==> src/rtl/vga_pkg.sv <==
// Shared constants and state type for the VGA display path.
package vga_pkg;
   localparam int unsigned IMG_W        = 320;
   localparam int unsigned IMG_H        = 480;
   localparam int unsigned ADDR_W       = 20;
   localparam int unsigned FRAME_PIXELS = IMG_W * IMG_H;
   localparam int unsigned POS_W        = 9;

   typedef enum logic [1:0] {
      IDLE = 2'd0,
      LOAD = 2'd1,
      DONE = 2'd2
   } loader_state_t;
endpackage

==> src/rtl/pixel_position_counter.sv <==
// Column-major row/col/address counters; holds at the last pixel of the frame.
module pixel_position_counter
   import vga_pkg::*;
#(
   parameter int unsigned IMG_W  = vga_pkg::IMG_W,
   parameter int unsigned IMG_H  = vga_pkg::IMG_H,
   parameter int unsigned ADDR_W = vga_pkg::ADDR_W
) (
   input  logic              clk,
   input  logic              rst,
   input  logic              clr,
   input  logic              inc,
   output logic [POS_W-1:0]  col,
   output logic [POS_W-1:0]  row,
   output logic [ADDR_W-1:0] addr,
   output logic              last_c
);
   localparam logic [POS_W-1:0] ROW_MAX = POS_W'(IMG_H - 1);
   localparam logic [POS_W-1:0] COL_MAX = POS_W'(IMG_W - 1);

   logic [POS_W-1:0]  r_col;
   logic [POS_W-1:0]  r_row;
   logic [ADDR_W-1:0] r_addr;

   assign last_c = (r_row == ROW_MAX) && (r_col == COL_MAX);
   assign col    = r_col;
   assign row    = r_row;
   assign addr   = r_addr;

   // Address increments alongside row/col, so it always equals col*IMG_H+row
   always_ff @(posedge clk or posedge rst) begin
      if (rst) begin
         r_col  <= '0;
         r_row  <= '0;
         r_addr <= '0;
      end else if (clr) begin
         r_col  <= '0;
         r_row  <= '0;
         r_addr <= '0;
      end else if (inc && !last_c) begin
         if (r_row == ROW_MAX) begin
            r_row <= '0;
            r_col <= r_col + POS_W'(1);
         end else begin
            r_row <= r_row + POS_W'(1);
         end
         r_addr <= r_addr + ADDR_W'(1);
      end
   end
endmodule

==> src/rtl/frame_buffer_loader.sv <==
// Loads a streamed grayscale frame into the decrypted or encrypted frame memory.
module frame_buffer_loader
   import vga_pkg::*;
#(
   parameter int unsigned IMG_W  = vga_pkg::IMG_W,
   parameter int unsigned IMG_H  = vga_pkg::IMG_H,
   parameter int unsigned ADDR_W = vga_pkg::ADDR_W
) (
   input  logic              clk,
   input  logic              rst,
   input  logic              start,
   input  logic              buf_sel,
   input  logic [7:0]        pix_data,
   input  logic              pix_valid,
   output logic              pix_ready,
   output logic              mem_we_dec,
   output logic              mem_we_enc,
   output logic [ADDR_W-1:0] mem_addr,
   output logic [7:0]        mem_wdata,
   output logic              busy,
   output logic              done,
   output logic [POS_W-1:0]  col,
   output logic [POS_W-1:0]  row
);
   loader_state_t     r_state;
   loader_state_t     w_next;
   logic              w_clr;
   logic              w_accept;
   logic              w_last;
   logic [ADDR_W-1:0] w_pos_addr;

   logic              r_sel;
   logic              r_we_dec;
   logic              r_we_enc;
   logic [ADDR_W-1:0] r_addr;
   logic [7:0]        r_wdata;

   pixel_position_counter #(
      .IMG_W  (IMG_W),
      .IMG_H  (IMG_H),
      .ADDR_W (ADDR_W)
   ) u_pos (
      .clk    (clk),
      .rst    (rst),
      .clr    (w_clr),
      .inc    (w_accept),
      .col    (col),
      .row    (row),
      .addr   (w_pos_addr),
      .last_c (w_last)
   );

   always_ff @(posedge clk or posedge rst) begin
      if (rst) r_state <= IDLE;
      else     r_state <= w_next;
   end

   // start is only honoured outside LOAD; a running frame cannot be restarted
   always_comb begin
      w_next   = r_state;
      w_clr    = 1'b0;
      w_accept = 1'b0;
      case (r_state)
         IDLE, DONE: begin
            if (start) begin
               w_next = LOAD;
               w_clr  = 1'b1;
            end
         end
         LOAD: begin
            w_accept = pix_valid;
            if (pix_valid && w_last) w_next = DONE;
         end
         default: w_next = IDLE;
      endcase
   end

   // One-cycle write pipeline: address/data captured on the accepting edge
   always_ff @(posedge clk or posedge rst) begin
      if (rst) begin
         r_sel    <= 1'b0;
         r_we_dec <= 1'b0;
         r_we_enc <= 1'b0;
         r_addr   <= '0;
         r_wdata  <= '0;
      end else begin
         r_we_dec <= w_accept && !r_sel;
         r_we_enc <= w_accept && r_sel;
         if (w_accept) begin
            r_addr  <= w_pos_addr;
            r_wdata <= pix_data;
         end
         if (w_clr) r_sel <= buf_sel;
      end
   end

   assign pix_ready  = (r_state == LOAD);
   assign busy       = (r_state == LOAD);
   assign done       = (r_state == DONE);
   assign mem_we_dec = r_we_dec;
   assign mem_we_enc = r_we_enc;
   assign mem_addr   = r_addr;
   assign mem_wdata  = r_wdata;
endmodule
==> config.mk <==
export PLATFORM = sky130hd
export DESIGN_NAME = frame_buffer_loader
export DESIGN_NICKNAME = d
export VERILOG_FILES = /design/src/rtl/vga_pkg.sv /design/src/rtl/pixel_position_counter.sv /design/src/rtl/frame_buffer_loader.sv
export SDC_FILE = /design/constraint.sdc
export NUM_CORES = 1
export LEC_CHECK = 0
export ABC_CLOCK_PERIOD_IN_PS = 2800
export CORE_MARGIN = 2
export CORE_UTILIZATION = 52
export DETAILED_ROUTE_END_ITERATION = 16
export GPL_ROUTABILITY_DRIVEN = 0
export GPL_TIMING_DRIVEN = 0
export PLACE_DENSITY = 0.88
export SLEW_MARGIN = 20
export SYNTH_ARGS = -nofsm -noshare
export SYNTH_HDL_FRONTEND = slang
export SYNTH_SLANG_ARGS = --single-unit
==> constraint.sdc <==
create_clock -name clk -period 2.8 [get_ports clk]
set_clock_uncertainty 0.2 [all_clocks]
set_input_delay 0.7 -clock clk [delete_from_list [all_inputs] [get_ports clk]]
set_output_delay 0.7 -clock clk [all_outputs]
set_load 0.02 [all_outputs]
Word-level counts from Yosys, hierarchy flattened
Cells that the tools add are included.
{"block": "classes", "n_addsub": 3, "eq_ne": 6, "mux": 14, "reduce_logical": 13}
{"operator": "$mux 9", "count": 6}
{"operator": "$mux 20", "count": 2}
{"operator": "$add 20x1->20 const B", "count": 1}
{"operator": "$add 9x1->9 const B", "count": 2}
{"operator": "$eq 9x9->1 const B", "count": 2}
{"operator": "$logic_and 1x1->1", "count": 5}
{"operator": "$mux 2", "count": 2}
{"operator": "$pmux 2 s2", "count": 1}
{"operator": "$reduce_and 2->1", "count": 2}
{"operator": "$reduce_bool 2->1", "count": 2}
{"operator": "$mux 1", "count": 3}
{"operator": "$eq 2x1->1 const B", "count": 1}
{"operator": "$eq 2x2->1 const B", "count": 1}
{"operator": "$logic_not 1->1", "count": 2}
{"operator": "$logic_not 2->1", "count": 1}
{"operator": "$ne 2x1->1 const B", "count": 1}
{"operator": "$ne 2x2->1 const B", "count": 1}
{"operator": "$reduce_or 2->1", "count": 1}
{"block": "word_totals", "reg_bits": 71, "inputBits": 13, "out_inout_bits": 51, "wordCells": 45}

Logic depth before layout (Yosys ltp)
{"block": "depth", "depth_word": 6, "mapped_depth": 7}

Modules after synthesis
Synthesis repeated with hierarchy kept, for this count alone.
{"block": "unflattened", "cells_unflattened": 310, "hier_area_um2": 3525.9}
{"mod": "pixel_position_counter", "instances": 1, "cells_each": 232, "area_per_inst_um2": 2145.8, "seq_area_each_um2": 950.9}
{"mod": "frame_buffer_loader", "instances": 1, "cells_each": 78, "area_per_inst_um2": 1380.1, "seq_area_each_um2": 825.8}

Worst setup path after synthesis
OpenSTA, ideal clock, no wires.
{"block": "synth_timing", "path_type": "register to register", "startpoint": "reg u_pos.r_row[0] (netlist: u_pos.row[0])", "endpoint": "reg u_pos.r_col[5] (netlist: u_pos.col[5])", "setup_ns": 0.136, "arrival_ns": 1.999, "required_time_ns": 2.464, "setup_slack_ns": 0.465, "stages_incl_launch_ff": 8, "n_path_buf": 2, "synth_period_minus_slack_ns": 2.335, "path_cell_list": "dfrtp_1 > ha_1 > nand4_1 > or3_1 > clkbuf_1 > buf_2 > o41ai_1 > a21oi_1"}
{"block": "synth_via", "elab_chain_len": 6}
{"element": "from (decl)", "line": "pixel_position_counter.sv:22", "text": "logic [POS_W-1:0] r_row;"}
{"element": "from (signal assigned)", "line": "pixel_position_counter.sv:45", "text": "r_row <= r_row + POS_W'(1);"}
{"element": "$eq 9x9->1 (*)", "line": "pixel_position_counter.sv:25, pixel_position_counter.sv:41"}
{"element": "$logic_and 1x1->1", "line": "pixel_position_counter.sv:25", "text": "assign last_c = (r_row == ROW_MAX) && (r_col == COL_MAX);"}
{"element": "$logic_not 1->1", "line": "pixel_position_counter.sv:40", "text": "end else if (inc && !last_c) begin"}
{"element": "$logic_and 1x1->1", "line": "pixel_position_counter.sv:40"}
{"element": "$reduce_bool 2->1 (no source line)"}
{"element": "$reduce_and 2->1 (no source line) (*)"}
{"element": "to (signal assigned)", "line": "pixel_position_counter.sv:43", "text": "r_col <= r_col + POS_W'(1);"}
{"element": "to (decl)", "line": "pixel_position_counter.sv:21", "text": "logic [POS_W-1:0] r_col;"}
Mark *: on every way between the ends. The rest lies on a longest branch, timed or not.
A chain may end at the register's enable or synchronous reset.

Final worst setup path
{"block": "layout_timing", "startpoint": "in pix_valid", "endpoint": "reg u_pos.r_addr[13] (netlist: u_pos.addr[13])"}
{"block": "layout_via", "elab_chain_len": 3}
{"element": "from (decl)", "line": "frame_buffer_loader.sv:14", "text": "input logic pix_valid,"}
{"element": "$mux 1", "line": "frame_buffer_loader.sv:63", "text": "case (r_state)"}
{"element": "$logic_and 1x1->1", "line": "pixel_position_counter.sv:40"}
{"element": "$reduce_bool 2->1 (no source line)"}
{"element": "to (signal assigned)", "line": "pixel_position_counter.sv:47", "text": "r_addr <= r_addr + ADDR_W'(1);"}
{"element": "to (decl)", "line": "pixel_position_counter.sv:23", "text": "logic [ADDR_W-1:0] r_addr;"}
No other way between the ends.

==> summary.md <==
| Metric | Value |
|---|---|
| Status | complete, no violations |
| Area leader, netlist | dfrtp_1 |
| DIE HEIGHT | 84.8 um |
| H-tree depth reported by CTS | 3 |
| Power Total | 0.00278 W |
| Global Route met1 Usage | 0.360 |
| Worst path cell trace | clkdlybuf4s50_1, nand3b_4, or4_1, buf_2, or4_1, a21oi_1 |
| Initial antenna violation count | 0 |
| Mean post-synth cell area | ~9 um2 |
| # setup viols final | 0 |
| CTS sink cnt | 71 |
| CP bufs+invs | 2 |
| Post-Route WL | around 8600 um |
| CP required | ~2900 ps |
| Crit path DAT | around 2800 ps |
| Clock Latency Late Sink | around 350 ps |
| DRT antenna net count | 0 |
| Worst reg2reg startpoint | u_pos.row[0] |
| Initial Util | 0.535 |
| Sw Share | 0.292 |
| Synth-to-Final Area Change | 30.5% |
| Most Frequent Cell on Critical Path | or4_1 |
| Layout fillers | around 480 |
| CTS root buf | clkbuf_8 |
| Final Hold Viols | 0 |
| Crit Path Max Fanout | 9 |
| # port buffers | 63 |
| Crit path from | pix_valid |
| CTS tree | yes |
| DPL Wire Length | between 5000 and 6000 um |
| Die ar. | 0.00720 mm2 |
| Crit end category | flip-flop |
| Critical path's slowest cell | clkdlybuf4s50_1 |
| Clock Tree Buf Depth | 2 |
| Leak pwr | 1.89 nW |
| RSZ-0062 raised after global routing | false |
| Hold path cells | 1 |
| Fin nets | 464 |
| WL/cell | around 16 um |
| Final worst setup slack | around 110 ps |
| HP Start | r_sel |
| Core Region | about 0.0063 mm2 |
| Hold endpoint | mem_we_dec |
| Main flop type after synthesis | dfrtp_1 |
| R2R Setup Slk | 220 ps |
| P per Cell Area | ~630 mW/mm2 |
| Fraction of layout cells with a size suffix above 1 | 0.0773 |
| Drt via density | about 6 |
| Fin. max-slew vios | 0 |
| Min cycle time layout | about 2700 ps |
| Reg2Reg Depth | 7 |
| # diodes | 0 |
| Most numerous cell in the Yosys netlist | nand2_1 |
| Flop pwr share | 0.448 |
| EDFF count, synth | 0 |
| GRT busiest layer | met2 |
| Met2 global-route usage | 0.398 |
| # DRC | 0 |
| Die Wd | around 85 um |
| Period utilization | 0.960 |
| Yosys warns | 0 |
| Most common library cells after synthesis | nand2_1, dfrtp_1, a21oi_1, or4_1 |
| GRT Residual Overflow | 0 |
| Worst-Margin Slew | 559 ps |
| Synth unique cells | 42 |
| Worst stage delay on the critical path | 560 ps |
| Clock power frac | 0.359 |
| Nature of the critical path startpoint | input port |
| Register area share after synthesis | 0.523 |
| Io pins | 64 |
| Synth Instances | approximately 370 |
| Top cells by area, synth | dfrtp_1, nand2_1, a21oi_1 |
| Vias | ~3.2k |
| Syn_nets | between 300 and 400 |
| Largest net degree at the start of global routing | 54 |
| HP Class | reg2reg |
| Vias in the first global route | ~3k |
| Clock slew at reported path FFs | 80 ps |
| Core Rows | 29 |
| Synthesized cell area | 0.00340 mm2 |
| DRT Pass-1 Iters | 5 |
| Setup WS pre-CTS | -285 ps |
| Internal power | about 0.0020 W |
| P_sw | just over 0.0008 W |
| First-pass GRT wire length | ~14000 um |
| Top delay family on crit path | simple AND/OR/NAND/NOR gates |
| Initial DRC count | approximately 320 |
| Max Fclk | around 370 MHz |
| Yosys reg bits | slightly above 70 |
| Post-CTS Hold Buffers | 0 |
| Comb pwr share | 0.193 |
| Max-cap violations | 0 |
| Synth async-reset ratio | 1.00 |
| Critical R2R Capture | u_pos.row[1] |
| GRT Total Usage | 0.252 |
| Crit Path Category | in2reg |
| TritonCTS buffer count | 9 |
| Slew headroom | 0.627 |
| Top-area cell type share of the netlist area | 0.523 |
| Worst VDD drop | just under 0.6 mV |
| Met3 Track Usage GR | 0.0418 |
[power groups by stage]
stage          sequential [W]  combinational, W  clock, W
2_1_floorplan         0.00133          0.000199         0
3_3_place_gp          0.00125          0.000513         0
3_5_place_dp          0.00126          0.000530         0
4_1_cts               0.00124          0.000537   0.00100
5_1_grt               0.00126          0.000587   0.00105
6_report              0.00124          0.000536  0.000997
[layout by cell type, fill, tap and decap left out, types with 13 or more instances in the layout]
cell type / synthesis / layout
o31ai_1: 16 / 16
dfrtp_1: 71 / 71
clkdlybuf4s50_1: 0 / 63
or4_1: 17 / 16
o21ai_0: 15 / 15
a21oi_1: 26 / 26
clkbuf_1: 16 / 15
nand3_1: 13 / 13
nand2_1: 100 / 100
[metrics by stage]
step	cells	setup TNS (ps)	hold slack, ps	util	area (um2)
2_1_floorplan	371	0	217	-	3400
3_3_place_gp	511	-78720	237	0.649	4120
3_5_place_dp	512	-9840	243	0.654	4150
4_1_cts	528	0	256	0.694	4400
5_1_grt	530	0	276	0.698	4430
6_report	530	0	251	0.698	4430
[worst max-delay path by stage]
stage / endpoint / depth (start not counted)
2_1_floorplan: mem_addr[0] / 1
5_1_grt: mem_wdata[1] / 7
3_5_place_dp: mem_wdata[6] / 7
3_3_place_gp: mem_addr[0] / 2
6_report: u_pos.addr[13] / 6
4_1_cts: u_pos.addr[14] / 5
[sequential cells by signal, summed over array words and instances, names as in the netlist]
signal and flops:
r_state 2, u_pos.addr 20, mem_we_enc 1, mem_addr 20, mem_we_dec 1, mem_wdata 8, u_pos.row 9, r_sel 1
u_pos.col 9
[what timing repair did]
| item | in CTS | in global routing |
|---|---|---|
| resized for setup | 1 | 4 |
| endpoints found under the setup margin | 18 | 42 |
| setup buffers | 0 | 2 |
| pin swaps | 0 | 1 |
[worst register-to-register path: stages (launching register included)]
cell	delay, ps
dfrtp_1	430
ha_1	230
nand4_1	260
nor4_4	460
buf_2	320
buf_2	290
o21ai_0	130
a21oi_1	190
[metal layers]
metal,vias to the layer above,share of wire
met4,0,0.014
met3,13,0.071
met1,1525,0.43
met5,-,0
li1,1484,-
met2,162,0.49
[logic make-up after synthesis]
logic type	count (synthesis)	share of synthesized area
AO/OA/AOI/OAI	76	0.141
adder cells (fa/ha/maj)	3	0.0111
buffers and inverters	31	0.0376
flip-flops	71	0.523
multiplexers	4	0.0118
AND/OR/NAND/NOR	186	0.276
[cell type report]
| class | instances | area, um2 | area share |
|---|---|---|---|
| Sequential cell | 71 | 1780 | 0.401 |
| Multi-Input combinational cell | 269 | 1510 | 0.341 |
| Timing Repair Buffer | 66 | 673 | 0.152 |
| Clock buffer | 9 | 124 | 0.0279 |
| Clock inverter | 7 | 120 | 0.0271 |
| Buffer | 24 | 103 | 0.0231 |
| Tap cell | 77 | 96.3 | 0.0217 |
| Inverter | 7 | 28.8 | 0.00649 |
Note: power is estimated with default switching activity, not from simulation.
